===== src/rtl/pc_fetch_stage.sv =====
// rtl/pc_fetch_stage.sv - instruction fetch stage: PC register, imem request, IF/ID register
module pc_fetch_stage #(
    parameter logic [31:0] RESET_PC  = 32'h0000_0000,
    parameter logic [31:0] NOP_INSTR = 32'h0000_0013
) (
    input  logic        clk_i,
    input  logic        rst_i,
    input  logic        start_i,
    input  logic [31:0] pc_next_i,
    input  logic        hazard_stall_i,
    input  logic        flush_i,
    output logic        imem_req_o,
    output logic [31:0] imem_addr_o,
    input  logic        imem_ready_i,
    input  logic [31:0] imem_data_i,
    output logic [31:0] pc_o,
    output logic [31:0] ifid_pc_o,
    output logic [31:0] ifid_instr_o,
    output logic        ifid_valid_o,
    output logic        fetch_busy_o,
    output logic [31:0] fetch_cnt_o
);

    typedef enum logic {
        ST_IDLE  = 1'b0,
        ST_FETCH = 1'b1
    } state_t;

    state_t      state_q, state_d;
    logic [31:0] pc_q, pc_d;
    logic [31:0] ifid_pc_q, ifid_pc_d;
    logic [31:0] ifid_instr_q, ifid_instr_d;
    logic        ifid_valid_q, ifid_valid_d;
    logic [31:0] fetch_cnt_q, fetch_cnt_d;

    logic in_fetch;
    logic accept;

    assign in_fetch = (state_q == ST_FETCH);
    // A fetch is accepted only when nothing of higher priority blocks it.
    assign accept   = in_fetch && start_i && !hazard_stall_i && imem_ready_i;

    always_comb begin
        state_d      = state_q;
        pc_d         = pc_q;
        ifid_pc_d    = ifid_pc_q;
        ifid_instr_d = ifid_instr_q;
        ifid_valid_d = ifid_valid_q;
        fetch_cnt_d  = fetch_cnt_q;

        if (!in_fetch) begin
            ifid_pc_d    = 32'h0;
            ifid_instr_d = NOP_INSTR;
            ifid_valid_d = 1'b0;
            if (start_i) begin
                state_d = ST_FETCH;
            end
        end else if (!start_i) begin
            state_d      = ST_IDLE;
            ifid_pc_d    = 32'h0;
            ifid_instr_d = NOP_INSTR;
            ifid_valid_d = 1'b0;
        end else if (hazard_stall_i) begin
            // Stall wins over a branch target; returned data is dropped and refetched.
            if (flush_i) begin
                ifid_pc_d    = 32'h0;
                ifid_instr_d = NOP_INSTR;
                ifid_valid_d = 1'b0;
            end
        end else if (!imem_ready_i) begin
            ifid_pc_d    = 32'h0;
            ifid_instr_d = NOP_INSTR;
            ifid_valid_d = 1'b0;
        end else begin
            pc_d        = pc_next_i;
            fetch_cnt_d = fetch_cnt_q + 32'd1;
            if (flush_i) begin
                ifid_pc_d    = 32'h0;
                ifid_instr_d = NOP_INSTR;
                ifid_valid_d = 1'b0;
            end else begin
                ifid_pc_d    = pc_q;
                ifid_instr_d = imem_data_i;
                ifid_valid_d = 1'b1;
            end
        end
    end

    always_ff @(posedge clk_i) begin
        if (rst_i) begin
            state_q      <= ST_IDLE;
            pc_q         <= RESET_PC;
            ifid_pc_q    <= 32'h0;
            ifid_instr_q <= NOP_INSTR;
            ifid_valid_q <= 1'b0;
            fetch_cnt_q  <= 32'h0;
        end else begin
            state_q      <= state_d;
            pc_q         <= pc_d;
            ifid_pc_q    <= ifid_pc_d;
            ifid_instr_q <= ifid_instr_d;
            ifid_valid_q <= ifid_valid_d;
            fetch_cnt_q  <= fetch_cnt_d;
        end
    end

    assign imem_req_o   = in_fetch;
    assign imem_addr_o  = pc_q;
    assign pc_o         = pc_q;
    assign ifid_pc_o    = ifid_pc_q;
    assign ifid_instr_o = ifid_instr_q;
    assign ifid_valid_o = ifid_valid_q;
    assign fetch_busy_o = in_fetch && !imem_ready_i;
    assign fetch_cnt_o  = fetch_cnt_q;

    logic unused_accept;
    assign unused_accept = accept;

endmodule


===== config.mk =====
export PLATFORM = sky130hd
export DESIGN_NAME = pc_fetch_stage
export DESIGN_NICKNAME = d
export VERILOG_FILES = /design/src/rtl/pc_fetch_stage.sv
export SDC_FILE = /design/constraint.sdc
export NUM_CORES = 1
export LEC_CHECK = 0
export ABC_AREA = 0
export BUFFER_PORTS_ARGS = -buffer_cell sky130_fd_sc_hd__buf_2
export CAP_MARGIN = 30
export CORE_MARGIN = 1.5
export CORE_UTILIZATION = 44
export CTS_BUF_LIST = sky130_fd_sc_hd__clkbuf_8
export DETAILED_ROUTE_END_ITERATION = 8
export HOLD_SLACK_MARGIN = 0.02
export PLACE_DENSITY = 0.79
export SYNTH_ARGS = -nofsm -noshare
export SYNTH_HDL_FRONTEND = slang
export SYNTH_SLANG_ARGS = --single-unit

===== constraint.sdc =====
create_clock -name clk_i -period 1.7 [get_ports clk_i]
set_input_delay 0.34 -clock clk_i [delete_from_list [all_inputs] [get_ports clk_i]]
set_output_delay 0.34 -clock clk_i [all_outputs]
set_load 0.005 [all_outputs]

Yosys cells after proc, flatten, opt, wreduce, memory -nomap -nowiden
Index checks and enable logic that the tools add are counted.

word-level totals
  flip-flop bits (word level) = 130
  input bits = 70
  word-level logic and storage cells = 28

cells by class
  $add $sub $neg = 1
  eq/ne operators = 1
  muxes and demuxes = 13
  bitwise logic cells = 3
  reductions and logical operators = 4

operators by type and width
  operator                                        count
  2-to-1 mux 32 bit                               8
  adder 32 x 1 -> 32 bit (second input constant)  1
  2-to-1 mux 1 bit                                5
  AND reduction 4 bit                             1
  inverter 1 bit                                  3
  OR reduction 3 bit                              1
  != test 2 x 1 -> 1 bit (second input constant)  1
  logical AND 1 bit                               1
  zero test 1 bit                                 1

Depth between registers and ports, before layout
  word-level depth = 3
  mapped depth = 7

Least setup slack after synthesis
OpenSTA, ideal clock, no wires.

  path kind = register to register
  start = register fetch_cnt_q[0] (netlist: fetch_cnt_o[0])
  end = register fetch_cnt_q[24] (netlist: fetch_cnt_o[24])
  library setup time = 0.070 ns
  arrival = 1.767 ns
  slack = -0.138 ns
  stages on the path, launching flop included = 7
  buffers on the path = 1
  period minus slack after synthesis = 1.838 ns
  cells stage by stage = dfxtp_1 > ha_1 > nand3_1 > or3_1 > buf_2 > or4_1 > a21oi_1

on the way
  longest elaborated chain between the ends = 1

ends and longest elaborated chain
  element                 RTL line  text
  start, declared         34        logic [31:0] fetch_cnt_q, fetch_cnt_d;
  start signal, assigned  103       fetch_cnt_q <= fetch_cnt_d;
  adder 32 x 1 -> 32 bit  76        fetch_cnt_d = fetch_cnt_q + 32'd1;

Every way passes these cells.
A chain may end at the register's enable or synchronous reset.

Worst setup path after layout
  start = register fetch_cnt_q[0] (netlist: fetch_cnt_o[0])
  end = register fetch_cnt_q[28] (netlist: fetch_cnt_o[28])

Same word-level chain as after synthesis.

==> impl_metrics.toml <==
[status]
status = "finished with violations"
violations = "negative setup slack"

[die]
start_util_pct = 45.0
rows = 39
core_area_um2 = 11400
die_h_um = 111
ios = 233
die_area_um2 = 12300
fp.dieW_um = 111

[global_route]
grt_max_degree = 63
gr-total-overflow = 0
first_global_vias = 4590
grt_pass1_wl_um = 22800
antenna_found_initial = 0
grtUsageTotal_pct = 22.7

[yosys]
avgSynthCellArea_um2 = 8.80
syn_inst = 581
syn_nets = 652
synth-edff-count = 0
yosysSeqAreaShare_pct = 50.9
ys_warn_count = 0
synth_cell_types = 33
postSynth.asyncResetShare_pct = 0
synth-seq-cells = 130
netlist_area_um2 = 5110
ys.flop_type = "dfxtp_1"

[worst_setup_path]
crit_arrival_ns = 2.04
crit_type = "flop to flop"
crit_fanout = 7
worstPathCellList = "ha_4 > nand3_4 > or3_4 > buf_4 > o41ai_2 > a21oi_1"
cp-start-kind = "flop"
cp.required_ns = 2.00
end_kind = "flop"
slowest_delay_ns = 0.42
crit_slowest_cell = "or3_4"

[timing]
finalCritPeriodShare_pct = 102
worst_slew_pin_slew_ns = 0.461
rsz0062_at_grt = "true"
maxSlewViolCount = 0
fin_ws_ns = -0.0416
slew_headroom_pct = 69.3
post-route-min-period_ns = 1.74
holdWs_ns = 0.138
max_freq_ghz = 0.574
clock_skew_ns = 0.00640
hold_viol = 0
final-setup-viol-count = 4

[route]
route.vias.total = 5345
wl_per_cell_um = 15.7
viasPerCell = 5.38
firstDrtPassIters = 5
drt_iter0_markers = 382
drt-total-wl_um = 15600
drtAntennaViolNets = 0
drc = 0

[place]
place_hpwl_um = 9810
placed_cell_area_um2 = 6530
gp_congestion = 0.795
numPortBuffers = 232
place_inst = 936

[layout]
drive_gt1_share_pct = 46.5
multi_input_area_um2 = 2360
fin_area_um2 = 7420
nets = 909
utilization_pct = 65.3
syn_to_final_growth_pct = 45.1
nFillCells = 926
final-seq-area_um2 = 2640
fin_cells = 994
diodes = 0

[power]
ir_drop_v = 0.000547
swShare_pct = 22.3
power.share.clock_pct = 45.4
p_leak_nw = 3.27
pwr-share-comb_pct = 4.7
powerDensity_nw_per_um2 = 827
p_int_w = 0.00477
power_frac_seq_pct = 49.9
p_switching_w = 0.00137

[clock_network]
clk_pin_slew_worst_paths_ns = 0.08
cts_made_buffers = 17
cts.path.max_buffers = 2
cts_root_buf = "clkbuf_8"
cts.sinks = 130
clk_latency_ns = 0.42
htreeDepth = 4
cts_tree = "done"
ctsHoldBuffers = 0

[worst_hold_path]
hold_class = "primary input to flop"

[run]
max_cap_viol_count = 0
==> worst max-delay path: cells and delay by family, from the launching register on <==
kind / cells / cell delay [ns]
DFF: 1 / 0.38
adders and majority gates: 1 / 0.15
AOI/OAI and AO/OA: 2 / 0.38
buffers and inverters: 1 / 0.19
and+or+nand+nor: 2 / 0.52
==> repair_timing <==
action | CTS | global route
endpoints found under the setup margin | 17 | 34
hold endpoints to repair | 0 | 0
pin swaps | 3 | 22
resized for setup | 7 | 49
buffers inserted | 0 | 24
cloned | 1 | 1
==> metal layers <==
layer  share of wire (%)  wire length [um]  vias to the layer above  global-route usage (%)
met5                   0                 0                        -                       0
met4                 2.2               340                        0                    9.32
met3                 6.8              1070                       37                    4.87
met2                  51              7960                      235                    39.0
met1                  40              6250                     2524                    27.7
li1                    -                 -                     2549                       -
==> layout make-up <==
class	count	area share, %
Sequential cell	130	35.5
Multi-Input combinational cell	378	31.8
Timing Repair Buffer	308	24.3
Clock buffer	17	3.15
Clock inverter	15	2.60
Tap cell	143	2.41
Inverter	3	0.152
==> worst paths after layout <==
path              startpoint               to  slack (ns)  cells after the start
max           fetch_cnt_o[0]  fetch_cnt_o[28]       -0.04                      6
min           imem_data_i[0]  ifid_instr_o[0]        0.14                      3
max reg2reg   fetch_cnt_o[0]  fetch_cnt_o[28]       -0.04                      6
min reg2reg  imem_addr_o[23]  imem_addr_o[23]        0.49                      2
==> power by group through the flow <==
stage | clock, W | combinational (W) | sequential, W
CTS | 0.00284 | 0.000280 | 0.00307
detailed placement | 0 | 0.000278 | 0.00314
finish | 0.00278 | 0.000289 | 0.00306
global route | 0.00300 | 0.000315 | 0.00306
global placement | 0 | 0.000277 | 0.00314
floorplan | 0 | 0.000122 | 0.00314
==> kinds of logic (layout without fill, tap and decap cells) <==
family | after synthesis | in the layout | synth area share (%)
multiplexers | 2 | 2 | 0.440
AO/OA/AOI/OAI | 140 | 140 | 17.7
adder cells (fa/ha/maj) | 1 | 1 | 0.245
flip-flops | 130 | 130 | 50.9
AND/OR/NAND/NOR | 225 | 227 | 21.2
XOR/XNOR | 8 | 8 | 1.37
buffers and inverters | 75 | 343 | 8.19
==> registers in the layout, indices dropped and copies added, names as in the netlist <==
register      cells
fetch_cnt_o      32
ifid_instr_o     32
ifid_pc_o        32
imem_addr_o      32
ifid_valid_o      1
imem_req_o        1
==> cells in the final DEF, fill, tap and decap left out, types with 6 or more instances in the layout <==
cell / instances
buf_2: 232
dfxtp_1: 115
nand2_1: 79
nor2_1: 72
buf_4: 68
a22oi_1: 61
a21oi_1: 49
clkbuf_8: 17
o31ai_1: 11
nand4_1: 10
or4_1: 10
dfxtp_2: 9
nand3_1: 8
a21oi_2: 6
xor2_1: 6
dfxtp_4: 6
==> synth_stat cells (4+ instances only) <==
cell	n	share of area, %
xor2_1	6	1.0
dfxtp_1	130	51
nor2b_1	5	0.61
nand2_1	82	6.0
or4_1	14	2.1
a22oi_1	61	9.0
o31ai_1	14	2.1
and2_1	7	0.86
nand4_1	10	1.2
o21ai_0	4	0.39
buf_4	33	4.8
nor4_1	4	0.49
nor2_1	72	5.3
a21oi_1	55	5.4
nand3_1	11	1.1
buf_2	5	0.49
or3_1	7	0.86
clkbuf_1	33	2.4
==> metrics by stage <==
| step | total power [W] | setup TNS, ns | setup WS (ns) |
|---|---|---|---|
| after floorplan | 0.00326 | 0 | 0.00253 |
| after global placement | 0.00342 | -2.25 | -0.173 |
| after detailed placement | 0.00342 | -2.79 | -0.198 |
| after CTS | 0.00619 | -0.203 | -0.0401 |
| after global routing | 0.00638 | -0.541 | -0.0960 |
| final | 0.00614 | -0.0826 | -0.0416 |
Power figures use the tool's default switching activity.
